File: src/rtl/sdram_pkg.sv
// Purpose: shared SDRAM command encodings and mode-register field positions.
// Latency: n/a (constants and a pure helper function only).
// Backpressure: n/a.
//
// Commands are {cs_n, ras_n, cas_n, we_n}. The refresh and read/write engines
// use the same encodings, so this package is the single source for them.
package sdram_pkg;

    localparam logic [3:0] CMD_NOP  = 4'b0111;
    localparam logic [3:0] CMD_PALL = 4'b0010;
    localparam logic [3:0] CMD_AREF = 4'b0001;
    localparam logic [3:0] CMD_MRS  = 4'b0000;

    // Mode-register field positions on the address bus during MRS.
    localparam int MRS_BL_LSB = 0;   // burst length, 3 bits
    localparam int MRS_BT_BIT = 3;   // burst type
    localparam int MRS_CL_LSB = 4;   // CAS latency, 3 bits
    localparam int MRS_WB_BIT = 9;   // write burst mode

    // A10: "all banks" on PRECHARGE, auto-precharge on READ/WRITE.
    localparam int ADDR_AP_BIT = 10;

    // Low 11 address bits of an MRS command; unused bits stay 0.
    function automatic logic [10:0] mrs_word(input logic [2:0] bl,
                                             input logic       bt,
                                             input logic [2:0] cl,
                                             input logic       wb);
        logic [10:0] w;
        w                     = '0;
        w[MRS_BL_LSB +: 3]    = bl;
        w[MRS_BT_BIT]         = bt;
        w[MRS_CL_LSB +: 3]    = cl;
        w[MRS_WB_BIT]         = wb;
        return w;
    endfunction

endpackage

File: src/rtl/sdram_init_seq.sv
// Purpose: SDRAM power-up/initialisation sequencer (wait, PALL, N x AREF, MRS).
// Latency: PALL at T_POWERUP cycles after reset release; ready T_RP+REF_NUM*T_RFC+T_MRD later.
// Backpressure: none; reinit_req is a one-cycle request, honoured only in DONE, never queued.
//
// Ports: clk, rst_n (async active-low), reinit_req (rerun without power-up wait),
//        cmd {cs_n,ras_n,cas_n,we_n} and addr (registered), ba (always 0),
//        init_done (level), init_done_pulse (one cycle on each rise of init_done).
module sdram_init_seq
    import sdram_pkg::*;
#(
    parameter int         T_POWERUP  = 10000,
    parameter int         T_RP       = 2,
    parameter int         T_RFC      = 7,
    parameter int         T_MRD      = 2,
    parameter int         REF_NUM    = 2,
    parameter int         ADDR_W     = 13,
    parameter logic [2:0] BURST_LEN  = 3'b010,
    parameter logic       BURST_TYPE = 1'b0,
    parameter logic [2:0] CAS_LAT    = 3'b011,
    parameter logic       WR_BURST   = 1'b0
) (
    input  logic              clk,
    input  logic              rst_n,
    input  logic              reinit_req,
    output logic [3:0]        cmd,
    output logic [ADDR_W-1:0] addr,
    output logic [1:0]        ba,
    output logic              init_done,
    output logic              init_done_pulse
);

    generate
        if (T_POWERUP < 1 || T_RP < 1 || T_RFC < 1 || T_MRD < 1 ||
            REF_NUM < 1 || REF_NUM > 15 || ADDR_W < 11) begin : g_bad_param
            $fatal(1, "sdram_init_seq: illegal parameter value");
        end
    endgenerate

    localparam int MAX_A = (T_POWERUP > T_RP)  ? T_POWERUP : T_RP;
    localparam int MAX_B = (T_RFC > T_MRD)     ? T_RFC     : T_MRD;
    localparam int MAX_T = (MAX_A > MAX_B)     ? MAX_A     : MAX_B;
    localparam int TW    = (MAX_T > 1) ? $clog2(MAX_T) : 1;

    localparam logic [ADDR_W-1:0] ADDR_IDLE = ADDR_W'(1) << ADDR_AP_BIT;
    localparam logic [ADDR_W-1:0] ADDR_MRS  =
        ADDR_W'(mrs_word(BURST_LEN, BURST_TYPE, CAS_LAT, WR_BURST));

    typedef enum logic [2:0] {
        S_WAIT_PWR,
        S_PRECHARGE,
        S_WAIT_RP,
        S_REFRESH,
        S_WAIT_RFC,
        S_LOAD_MODE,
        S_WAIT_MRD,
        S_DONE
    } state_t;

    state_t        state;
    logic [TW-1:0] timer;
    logic [3:0]    ref_cnt;
    // Timer is cleared by reset, so the power-up interval is loaded on the
    // first clock of WAIT_PWR; this flag marks that load as done.
    logic          pwr_armed;

    // The command register is issued in the cycle a state is entered, so the
    // timer is loaded with interval-1: the next command lands exactly
    // 'interval' cycles later (a 1-cycle interval means back-to-back).
    function automatic logic [TW-1:0] ld(input int t);
        return TW'(t - 1);
    endfunction

    assign ba = 2'b00;

    always_ff @(posedge clk or negedge rst_n) begin
        if (!rst_n) begin
            state           <= S_WAIT_PWR;
            timer           <= '0;
            ref_cnt         <= '0;
            pwr_armed       <= 1'b0;
            cmd             <= CMD_NOP;
            addr            <= ADDR_IDLE;
            init_done       <= 1'b0;
            init_done_pulse <= 1'b0;
        end else begin
            cmd             <= CMD_NOP;
            addr            <= ADDR_IDLE;
            init_done_pulse <= 1'b0;

            case (state)
                S_WAIT_PWR: begin
                    if (!pwr_armed) begin
                        pwr_armed <= 1'b1;
                        timer     <= ld(T_POWERUP);
                    end else if (timer == '0) begin
                        state   <= S_PRECHARGE;
                        cmd     <= CMD_PALL;
                        timer   <= ld(T_RP);
                        ref_cnt <= '0;
                    end else begin
                        timer <= timer - 1'b1;
                    end
                end

                S_PRECHARGE, S_WAIT_RP: begin
                    if (timer == '0) begin
                        state   <= S_REFRESH;
                        cmd     <= CMD_AREF;
                        timer   <= ld(T_RFC);
                        ref_cnt <= ref_cnt + 1'b1;
                    end else begin
                        state <= S_WAIT_RP;
                        timer <= timer - 1'b1;
                    end
                end

                S_REFRESH, S_WAIT_RFC: begin
                    if (timer != '0) begin
                        state <= S_WAIT_RFC;
                        timer <= timer - 1'b1;
                    end else if (ref_cnt == 4'(REF_NUM)) begin
                        state <= S_LOAD_MODE;
                        cmd   <= CMD_MRS;
                        addr  <= ADDR_MRS;
                        timer <= ld(T_MRD);
                    end else begin
                        state   <= S_REFRESH;
                        cmd     <= CMD_AREF;
                        timer   <= ld(T_RFC);
                        ref_cnt <= ref_cnt + 1'b1;
                    end
                end

                S_LOAD_MODE, S_WAIT_MRD: begin
                    if (timer == '0) begin
                        state           <= S_DONE;
                        init_done       <= 1'b1;
                        init_done_pulse <= 1'b1;
                    end else begin
                        state <= S_WAIT_MRD;
                        timer <= timer - 1'b1;
                    end
                end

                S_DONE: begin
                    // Re-init skips the power-up wait and drops ready with the PALL.
                    if (reinit_req) begin
                        state     <= S_PRECHARGE;
                        cmd       <= CMD_PALL;
                        timer     <= ld(T_RP);
                        ref_cnt   <= '0;
                        init_done <= 1'b0;
                    end
                end

                default: begin
                    state <= S_WAIT_PWR;
                end
            endcase
        end
    end

endmodule

File: config.mk
export PLATFORM = sky130hd
export DESIGN_NAME = sdram_init_seq
export DESIGN_NICKNAME = d
export VERILOG_FILES = /design/src/rtl/sdram_pkg.sv /design/src/rtl/sdram_init_seq.sv
export SDC_FILE = /design/constraint.sdc
export NUM_CORES = 1
export LEC_CHECK = 0
export CORE_MARGIN = 10
export CORE_UTILIZATION = 50
export DETAILED_ROUTE_END_ITERATION = 8
export HOLD_SLACK_MARGIN = 0.12
export PLACE_DENSITY = 0.84
export SLEW_MARGIN = 20
export SYNTH_ARGS = -nofsm -noshare
export SYNTH_HDL_FRONTEND = slang
export SYNTH_SLANG_ARGS = --single-unit
File: constraint.sdc
create_clock -name clk -period 1.99 [get_ports clk]
set_input_delay 0.398 -clock clk [delete_from_list [all_inputs] [get_ports clk]]
set_output_delay 0.398 -clock clk [all_outputs]
set_load 0.02 [all_outputs]
==> run_results.csv <==
group,metric,value,unit
yosys,netlist_area,1870,µm²
yosys,synth_enable_flop_cells,0,
placement,dpl.cell_count,293,
cells_and_area,nNetsFinal,267,
die,coreArea,3630,µm²
cells_and_area,fillers,273,
clocking,cts_buffers,5,
placement,finalWeightedCongestion,0.868,
clocking,ctsHoldBuffers,0,
yosys,synth_top_cell_area_share,33.4,%
cells_and_area,num_antenna_cells,0,
die,row_count,22,
drt,first_pass_iters,4,
die,top_level_ports,24,
min_path,min-delay-path-class,"primary input to asynchronous set/reset pin",
yosys,synth_most_common_cell,"nand2_1",
timing,setup_ws,-0.0450,ns
yosys,synth_area_per_cell,8.68,µm²
setup_path,critPathLaunchType,"register",
timing,holdWs,0.499,ns
yosys,yosysWarnings,0,
timing,setup-tns-final,-0.340,ns
timing,rsz0062_at_grt,"yes",
drt,avgRoutedWirePerCell,16.4,µm
clocking,root_buffer,"clkbuf_8",
setup_path,critPathRequiredTime,2.15,ns
die,die_w,81.2,µm
grt,grt_max_degree,30,
clocking,htree_levels,2,
grt,grt.total_usage,14.9,%
pwr,p_per_area,458,nW/µm²
placement,dp_hpwl,3.33,mm
clocking,cts_tree,"yes",
timing,slew_violations,0,
setup_path,endpoint_kind,"register",
grt,antenna_found_initial,0,
yosys,async_flop_share,100,%
status,status,"complete, but fails checks",
yosys,ys_seq_area_share,39.0,%
clocking,clkTransAtPathRegs,0.06,ns
drt,ant_nets,0,
setup_path,arrival,2.20,ns
clocking,cts_sinks,29,
timing,finalSetupViolations,13,
die,die_area,6600,µm²
setup_path,cp_max_fo,6,
die,die_h,81.2,µm
yosys,synth_commonest_cells,"nand2_1 (30), dfrtp_1 (25), nor2_1 (19)",
yosys,synth_flop_cell,"dfrtp_1",
yosys,yosys-top-cells-area,"dfrtp_1 (33%), nand2_1 (6.0%), buf_4 (5.6%)",
status,violations,"setup timing",
timing,period_needed,2.03,ns
cells_and_area,synthToLayoutAreaGrowth,31.2,%
timing,max_clock_freq,491,MHz
yosys,yosysTopAreaCell,"dfrtp_1",
grt,grt_pass1_vias,1692,
drt,vias,1768,
yosys,ys_types,58,
clocking,cts_buffer_depth,2,
yosys,yosys_register_bits,29,
clocking,clkLatencyLatePin,0.28,ns
grt,globalRouteOverflowTotal,0,
drt,drc,0,
pwr,power_leakage,1.05,nW
setup_path,reg2reg_slack,-0.04,ns
drt,drtIter0Drc,182,
placement,portBuffers,11,
timing,skew,0.00429,ns
timing,final_hold_viol_count,0,
timing,finalCritPeriodShare,102,%
run,cap_violations,0,
cells_and_area,drive_gt1_share,29.1,%
grt,grt_first_pass_wirelength,7.87,mm
drt,vias_per_cell,5.72,
yosys,syn_inst,216,
pwr,irDropWorstVdd,0.244,mV
drt,wirelength,5.06,mm
setup_path,crit_type,"register to register",
die,initial_core_util,51.6,%
cells_and_area,final_cells,309,
-- final cells by class --
class / count / area, µm² / share of cell area [%]
clock buffers: 8 / 90.1 / 3.66
inverters: 7 / 26.3 / 1.07
multi-input cells: 169 / 1160 / 47.0
flip-flops and latches: 29 / 731 / 29.7
well taps: 48 / 60.1 / 2.44
repair buffers: 48 / 397 / 16.1
-- flip-flops by register name, summed over array words and instances, names as in the netlist --
name,cells
timer,14
ref_cnt,4
cmd,3
state,3
addr,2
init_done,1
init_done_pulse,1
pwr_armed,1
-- kinds of logic after synthesis --
| logic type | Yosys count | synth area share (%) |
|---|---|---|
| XOR/XNOR | 8 | 3.74 |
| buffers and inverters | 29 | 9.28 |
| other | 1 | 0.200 |
| adder cells (fa/ha/maj) | 4 | 2.67 |
| AND/OR/NAND/NOR | 91 | 25.8 |
| AO/OA/AOI/OAI | 54 | 19.3 |
| flip-flops | 29 | 39.0 |
-- report_power, final --
part | total, W | switching, W | internal, W
combinational | 0.0000386 | 0.0000333 | 0.00000527
clock | 0.000498 | 0.000216 | 0.000281
sequential | 0.000590 | 0 | 0.000590
total | 0.00113 | 0.000250 | 0.000877
-- path summary, 6_finish.rpt --
| kind | end | from | depth (start not counted) |
|---|---|---|---|
| worst max-delay path | timer[2] | timer[6] | 7 |
| worst min-delay path | pwr_armed | rst_n | 2 |
| worst max register to register | timer[2] | timer[6] | 7 |
| worst min register to register | init_done | init_done | 2 |
| max in group asynchronous | addr[10] | rst_n | 2 |
| min in group clk | init_done | init_done | 2 |
-- stage by stage --
stage / cell area (µm²) / setup slack [ns] / power (W) / utilization, %
detailed placement: 2160 / -0.0209 / 0.000639 / 59.6
floorplan: 1920 / 0.00338 / 0.000639 / -
global route: 2460 / -0.126 / 0.00117 / 67.7
global placement: 2160 / 0.0389 / 0.000638 / 59.6
finish: 2460 / -0.0450 / 0.00113 / 67.7
CTS: 2280 / 0.00383 / 0.00113 / 62.7
-- placed cells by master (no fill, tap or decap), types with 3 or more instances in the layout --
cell / count
buf_4: 33
nand2_1: 29
dfrtp_1: 25
nor2_1: 18
conb_1: 12
clkdlybuf4s50_1: 11
a21oi_1: 8
xnor2_1: 7
nand3_1: 7
o21ai_1: 7
nor3_1: 6
o21ai_0: 6
clkbuf_8: 6
inv_1: 5
dfstp_2: 4
or3_1: 3
o22ai_1: 3
a21o_1: 3
a211oi_1: 3
ha_1: 3
buf_6: 3
-- routing by layer --
metal  wire length, µm  part of all wire (%)  global-route usage, %  vias up
met5                 0                     0                      0        -
met4               110                   2.2                   7.09        0
met1              1970                    39                   17.7      862
li1                  -                     -                      -      829
met2              2660                    53                   25.2       66
met3               319                   6.3                   3.20       11
-- worst max-delay path: stages (launching register included) --
cell and delay [ns]:
dfrtp_1 0.43, nor4_4 0.34, buf_4 0.18, nand4_4 0.21, a31oi_4 0.23, a21oi_2 0.06
a21o_1 0.18, a221o_1 0.29
-- what timing repair did --
action,CTS,global route
gates resized for setup,4,33
endpoints found under the setup margin,4,20
setup buffers,1,6
gates cloned,0,1
pin swaps,2,11
No activity file was read; power rests on OpenSTA's default activity.
